<file path="src/rtl/wb_dual_master_arbiter.sv">
// -----------------------------------------------------------------------------
// wb_dual_master_arbiter
//
// Two-master, one-slave Wishbone arbiter. Master 0 is instruction fetch and
// master 1 is data memory. The owner's request is passed combinationally to
// the slave. The slave ack goes only to the owner. A watchdog can abort a
// stalled transfer.
//
// Configuration macro:
//   WB_ARB_ROUND_ROBIN_EN  defined   : simultaneous requests alternate
//                                      (the master that did not win last wins)
//                          undefined : fixed priority, master 1 wins
//
// Parameters:
//   ADDR_WIDTH  Wishbone address width
//   DATA_WIDTH  Wishbone data width (select width = DATA_WIDTH/8)
//   TIMEOUT     stalled owned cycles before abort; 0 disables the watchdog
//
// Ports:
//   clk, reset                 clock, synchronous active-high reset
//   m0_wb_* / m1_wb_*          master request inputs, ack/data responses
//   s_wb_*                     shared slave request outputs, ack/data inputs
//   grant_o                    one-hot owner {m1,m0}, 00 when idle
//   timeout_o                  sticky watchdog-expiry flag
// -----------------------------------------------------------------------------
module wb_dual_master_arbiter #(
  parameter int ADDR_WIDTH = 32,
  parameter int DATA_WIDTH = 32,
  parameter int TIMEOUT    = 255
) (
  input  logic                    clk,
  input  logic                    reset,
  // master 0 (instruction fetch)
  input  logic                    m0_wb_cyc_i,
  input  logic                    m0_wb_stb_i,
  input  logic                    m0_wb_we_i,
  input  logic [ADDR_WIDTH-1:0]   m0_wb_adr_i,
  input  logic [DATA_WIDTH-1:0]   m0_wb_dat_i,
  input  logic [DATA_WIDTH/8-1:0] m0_wb_sel_i,
  output logic                    m0_wb_ack_o,
  output logic [DATA_WIDTH-1:0]   m0_wb_dat_o,
  // master 1 (data memory)
  input  logic                    m1_wb_cyc_i,
  input  logic                    m1_wb_stb_i,
  input  logic                    m1_wb_we_i,
  input  logic [ADDR_WIDTH-1:0]   m1_wb_adr_i,
  input  logic [DATA_WIDTH-1:0]   m1_wb_dat_i,
  input  logic [DATA_WIDTH/8-1:0] m1_wb_sel_i,
  output logic                    m1_wb_ack_o,
  output logic [DATA_WIDTH-1:0]   m1_wb_dat_o,
  // shared slave
  output logic                    s_wb_cyc_o,
  output logic                    s_wb_stb_o,
  output logic                    s_wb_we_o,
  output logic [ADDR_WIDTH-1:0]   s_wb_adr_o,
  output logic [DATA_WIDTH-1:0]   s_wb_dat_o,
  output logic [DATA_WIDTH/8-1:0] s_wb_sel_o,
  input  logic                    s_wb_ack_i,
  input  logic [DATA_WIDTH-1:0]   s_wb_dat_i,
  // status
  output logic [1:0]              grant_o,
  output logic                    timeout_o
);

  // The counter is wide enough to hold TIMEOUT itself, so it never wraps.
  localparam int CNT_WIDTH = (TIMEOUT > 0) ? $clog2(TIMEOUT + 1) : 1;
  localparam bit WD_EN     = (TIMEOUT > 0);
  // Expiry fires on the stalled cycle that would bring the count to TIMEOUT.
  localparam logic [CNT_WIDTH-1:0] CNT_LAST =
    CNT_WIDTH'((TIMEOUT > 0) ? TIMEOUT - 1 : 0);

  typedef enum logic [1:0] {
    IDLE   = 2'd0,
    GNT_M0 = 2'd1,
    GNT_M1 = 2'd2
  } state_t;

  state_t                 state_q, state_d;
  logic [1:0]             grant_q, grant_d;
  logic [CNT_WIDTH-1:0]   cnt_q, cnt_d;
  logic                   timeout_q, timeout_d;
  logic                   req0, req1;
  logic                   own_cyc, own_stb;
`ifdef WB_ARB_ROUND_ROBIN_EN
  logic                   last_m1_q, last_m1_d;
`endif

  assign req0    = m0_wb_cyc_i & m0_wb_stb_i;
  assign req1    = m1_wb_cyc_i & m1_wb_stb_i;
  assign own_cyc = (state_q == GNT_M1) ? m1_wb_cyc_i : m0_wb_cyc_i;
  assign own_stb = (state_q == GNT_M1) ? m1_wb_stb_i : m0_wb_stb_i;

  // Next-state / watchdog logic.
  // NOTE: every variable gets a default at the top so no path infers a latch.
  always_comb begin
    state_d   = state_q;
    cnt_d     = cnt_q;
    timeout_d = timeout_q;
`ifdef WB_ARB_ROUND_ROBIN_EN
    last_m1_d = last_m1_q;
`endif
    case (state_q)
      IDLE: begin
        cnt_d = '0;
        if (req0 && req1) begin
`ifdef WB_ARB_ROUND_ROBIN_EN
          state_d = last_m1_q ? GNT_M0 : GNT_M1;
`else
          state_d = GNT_M1;
`endif
        end else if (req1) begin
          state_d = GNT_M1;
        end else if (req0) begin
          state_d = GNT_M0;
        end
`ifdef WB_ARB_ROUND_ROBIN_EN
        if (state_d != IDLE) last_m1_d = (state_d == GNT_M1);
`endif
      end
      GNT_M0, GNT_M1: begin
        if (!own_cyc) begin
          // Owner released the bus; a coincident ack was already routed.
          state_d = IDLE;
          cnt_d   = '0;
        end else if (s_wb_ack_i) begin
          cnt_d = '0;
        end else if (WD_EN && own_stb) begin
          if (cnt_q == CNT_LAST) begin
            state_d   = IDLE;
            cnt_d     = '0;
            timeout_d = 1'b1;
          end else begin
            cnt_d = cnt_q + CNT_WIDTH'(1);
          end
        end
      end
      default: state_d = IDLE;
    endcase

    case (state_d)
      GNT_M0:  grant_d = 2'b01;
      GNT_M1:  grant_d = 2'b10;
      default: grant_d = 2'b00;
    endcase
  end

  // NOTE: sequential state uses non-blocking assignments so every register
  // samples the pre-edge values regardless of statement order.
  always_ff @(posedge clk) begin
    if (reset) begin
      state_q   <= IDLE;
      grant_q   <= 2'b00;
      cnt_q     <= '0;
      timeout_q <= 1'b0;
`ifdef WB_ARB_ROUND_ROBIN_EN
      last_m1_q <= 1'b0;
`endif
    end else begin
      state_q   <= state_d;
      grant_q   <= grant_d;
      cnt_q     <= cnt_d;
      timeout_q <= timeout_d;
`ifdef WB_ARB_ROUND_ROBIN_EN
      last_m1_q <= last_m1_d;
`endif
    end
  end

  // Request mux and ack routing. Reset gates these combinationally so the
  // slave sees no request during the cycle reset is being sampled.
  always_comb begin
    s_wb_cyc_o  = 1'b0;
    s_wb_stb_o  = 1'b0;
    s_wb_we_o   = 1'b0;
    s_wb_adr_o  = '0;
    s_wb_dat_o  = '0;
    s_wb_sel_o  = '0;
    m0_wb_ack_o = 1'b0;
    m1_wb_ack_o = 1'b0;
    if (!reset) begin
      case (state_q)
        GNT_M0: begin
          s_wb_cyc_o  = m0_wb_cyc_i;
          s_wb_stb_o  = m0_wb_stb_i;
          s_wb_we_o   = m0_wb_we_i;
          s_wb_adr_o  = m0_wb_adr_i;
          s_wb_dat_o  = m0_wb_dat_i;
          s_wb_sel_o  = m0_wb_sel_i;
          m0_wb_ack_o = s_wb_ack_i;
        end
        GNT_M1: begin
          s_wb_cyc_o  = m1_wb_cyc_i;
          s_wb_stb_o  = m1_wb_stb_i;
          s_wb_we_o   = m1_wb_we_i;
          s_wb_adr_o  = m1_wb_adr_i;
          s_wb_dat_o  = m1_wb_dat_i;
          s_wb_sel_o  = m1_wb_sel_i;
          m1_wb_ack_o = s_wb_ack_i;
        end
        default: ;
      endcase
    end
  end

  // Read data fans out to both masters; only the ack qualifies it.
  assign m0_wb_dat_o = s_wb_dat_i;
  assign m1_wb_dat_o = s_wb_dat_i;
  assign grant_o     = grant_q;
  assign timeout_o   = timeout_q;

endmodule

</file>
<file path="config.mk">
export PLATFORM = sky130hd
export DESIGN_NAME = wb_dual_master_arbiter
export DESIGN_NICKNAME = d
export VERILOG_FILES = /design/src/rtl/wb_dual_master_arbiter.sv
export SDC_FILE = /design/constraint.sdc
export NUM_CORES = 1
export LEC_CHECK = 0
export ABC_CLOCK_PERIOD_IN_PS = 3900
export CORE_AREA = 10 10 114 116
export CTS_CLUSTER_DIAMETER = 40
export DETAILED_ROUTE_END_ITERATION = 10
export DIE_AREA = 0 0 124 126
export PLACE_DENSITY = 0.71
export SLEW_MARGIN = 20
export SYNTH_ARGS = -nofsm -noshare
export SYNTH_HDL_FRONTEND = slang
export SYNTH_SLANG_ARGS = --single-unit
</file>
<file path="constraint.sdc">
create_clock -name clk -period 3.9 [get_ports clk]
set_input_delay 0.39 -clock clk [delete_from_list [all_inputs] [get_ports clk]]
set_output_delay 0.39 -clock clk [all_outputs]
set_load 0.03 [all_outputs]
</file>
==> out/metrics.yaml <==
status:
  outcome: "finished clean"
synthesis:
  synthMuxAreaShare_pct: 1.77
  syn_inst: 318
  synth_compound_area_share_pct: 31.2
  synth_cell_type_count: 42
  synthAdderAreaFrac_pct: 3.42
  syn_nets: 501
  seq_area_frac_synth_pct: 11.9
  synth.area.top_cells: "a22oi_1 (24%), buf_4 (22%), nor2_1 (13%)"
  synth_top_area_cell: "a22oi_1"
  synth_top_family_by_area: "compound AO/OA/AOI/OAI gates"
  ys_ff_latch: 13
  synth_xor_area_share_pct: 1.60
  yosysTopAreaCellShare_pct: 24.3
  synthSimpleGateAreaFrac_pct: 22.1
  yosysWarningCount: 0
  syn-cell-area_um2: 2200
  syn_area_per_cell_um2: 6.91
cts:
  post_cts_resized: 0
  cts.sinks: 13
  hold_buffers: 0
  clk_latency_ns: 0.25
  cts_tree: "built"
  cts_made_buffers: 3
  cts_root_buffer: "clkbuf_8"
  clk_pin_slew_worst_paths_ns: 0.06
  post-cts-setup-buffers: 0
  clock_path_buffers: 2
  htree_num_levels: 1
worst_setup_path:
  r2r-end: "cnt_q[1]"
  startpoint_type: "register"
  ff2ff_path_depth: 7
  crit_type: "reg -> out"
  critical_path_arrival_ns: 2.88
  required_ns: 3.51
  crit_fanout: 36
  r2r_start: "state_q[0]"
  worstSetupEndpointType: "output port"
  rrSetupSlack_ns: 1.09
timing:
  slew_headroom_pct: 49.1
  period_needed_ns: 3.27
  setup_violations: 0
  hold_viol_final: 0
  tightest_slew_ns: 0.763
  tns_ns: 0
  rsz0062_at_grt: "false"
  max_freq_mhz: 306
  report.final.slew_viol_count: 0
  final.setup_skew_ns: 0.00159
  min_period_over_period_pct: 83.9
  hold_slack_ns: 0.481
global_routing:
  grt_pass1_wl_um: 15900
  grt_pass1_vias: 2981
  grt-ovfl-total: 0
  antenna_found_initial: 0
  grt_max_degree: 39
  grt_usage_pct: 12.5
floorplan:
  die_h_um: 126
  dieArea_um2: 15600
  core_area_um2: 10700
  initial_core_util_pct: 20.5
  die-width_um: 124
  ios: 317
  fp-row-count: 38
routing:
  drt_pass1_iterations: 4
  detail_route.wl_per_cell_um: 18.4
  drt_iter0_drc: 112
  routed-via-count: 2843
  ant_nets: 0
  viasPerCell: 4.78
  totalWireLength_um: 11000
  drcViolationCount: 0
power_and_ir_drop:
  total_leakage_power_nw: 1.26
  power.density_nw_per_um2: 152
  vdd_drop_max_uv: 71.5
  total_power_mw: 0.620
place:
  placed_cells: 591
  hpwl_um: 9100
  placed_cell_area_um2: 4040
  port_buffers: 220
  place_congestion: 0.858
worst_hold_path:
  min_to: "timeout_o"
  min_from: "timeout_o"
  hold_depth: 2
  worstHoldPathType: "reg -> reg"
layout:
  fin_area_um2: 4080
  fin_cells: 595
  layout-drive-gt1-share_pct: 3.74
  nNetsFinal: 639
  diodes: 0
  area_delta_synth_final_pct: 86.0
  fill_cells: 1098
job:
  maxCapViolations: 0
-- placed cells by master, fill, tap and decap left out, types with 2 or more instances in the layout --
| master | count |
|---|---|
| dfxtp_1 | 13 |
| nand2_1 | 4 |
| inv_1 | 5 |
| xnor2_1 | 4 |
| ha_2 | 2 |
| nor4_1 | 2 |
| clkdlybuf4s50_1 | 220 |
| nand3_1 | 6 |
| a22oi_1 | 71 |
| nor3_1 | 4 |
| buf_4 | 2 |
| a21o_1 | 2 |
| nor2_1 | 75 |
| a211oi_1 | 2 |
| nor3b_1 | 2 |
| clkbuf_8 | 3 |
| nor4b_1 | 2 |
| and3b_1 | 2 |
| a311oi_1 | 2 |
| ha_1 | 4 |
| buf_12 | 2 |
| a31oi_1 | 2 |
-- registers in the layout (all words and copies together), names as in the netlist --
signal	flops
state_q	2
timeout_o	1
cnt_q	8
grant_o	2
-- cells by family after synthesis --
family          after synthesis
simple gates                107
buf+inv                      96
compound gates               89
flops                        13
fa+ha+maj                     6
xor+xnor                      4
mux                           3
-- how the worst max path moves through the flow --
| stage | slack [ns] | startpoint | to | cells past startpoint |
|---|---|---|---|---|
| 6_report | 0.63 | state_q[0] | s_wb_we_o | 6 |
| 5_1_grt | 0.46 | state_q[0] | s_wb_dat_o[8] | 6 |
| 4_1_cts | 0.54 | state_q[0] | s_wb_dat_o[8] | 6 |
| 3_5_place_dp | 0.74 | reset | s_wb_dat_o[8] | 5 |
| 2_1_floorplan | 1.90 | state_q[0] | s_wb_adr_o[0] | 6 |
| 3_3_place_gp | 0.78 | reset | s_wb_dat_o[9] | 5 |
-- report_power, final --
group          switching, mW  internal (mW)  total [mW]
sequential           0.00281          0.136       0.139
combinational          0.155          0.203       0.358
clock                 0.0500         0.0723       0.122
-- layout make-up --
cell class              instances  area [um2]  share of cell area (%)
repair buffers                224        2260                    55.3
multi-input cells             209        1330                    32.5
flip-flops and latches         13         260                    6.37
well taps                     140         175                    4.29
clock buffers                   4        45.0                    1.10
inverters                       5        18.8                   0.460
-- critical path: stages, from the launching register on --
cell             delay [ns]
dfxtp_1                0.40
inv_1                  0.09
ha_1                   0.36
nand2b_2               0.55
buf_4                  0.46
nor2_1                 0.09
clkdlybuf4s50_1        0.66
-- metal layers --
metal	track usage, %	wire length [um]
met3	4.24	1130
met1	13.0	3940
met2	22.7	5600
met5	0	0
met4	4.00	305
-- Yosys cell counts --
| library cell | n |
|---|---|
| nor2_1 | 75 |
| a31oi_1 | 2 |
| nand3b_1 | 1 |
| a2111oi_2 | 1 |
| clkbuf_1 | 25 |
| nand4_1 | 1 |
| o211ai_1 | 1 |
| ha_1 | 6 |
| a311oi_1 | 2 |
| buf_6 | 2 |
| mux2i_1 | 1 |
| nor4_1 | 2 |
| nor3_1 | 4 |
| o31ai_1 | 1 |
| a211oi_1 | 2 |
| nor4_2 | 1 |
| nand2_1 | 4 |
| nor4b_1 | 2 |
| nor2b_1 | 1 |
| a21o_1 | 2 |
| o21ba_1 | 1 |
| and4_1 | 1 |
| and3b_1 | 2 |
| a31oi_2 | 1 |
| mux2i_2 | 1 |
| nor3b_1 | 2 |
| nand3_1 | 6 |
| o2bb2ai_1 | 1 |
| a22oi_1 | 71 |
| nor3_2 | 1 |
| and2_1 | 1 |
| inv_1 | 5 |
| mux2_4 | 1 |
| o21ai_1 | 1 |
| o21ai_0 | 1 |
| and3_1 | 1 |
| o22ai_1 | 1 |
| a311oi_2 | 1 |
| xnor2_1 | 4 |
| buf_4 | 64 |
| dfxtp_1 | 13 |
| nand2b_1 | 2 |
-- stage by stage --
stage	util [%]	worst slack [ns]
floorplan	-	1.90
global placement	37.8	0.783
detailed placement	37.8	0.739
CTS	38.2	0.537
global route	38.2	0.464
finish	38.2	0.628
(Power assumes the default switching activity.)
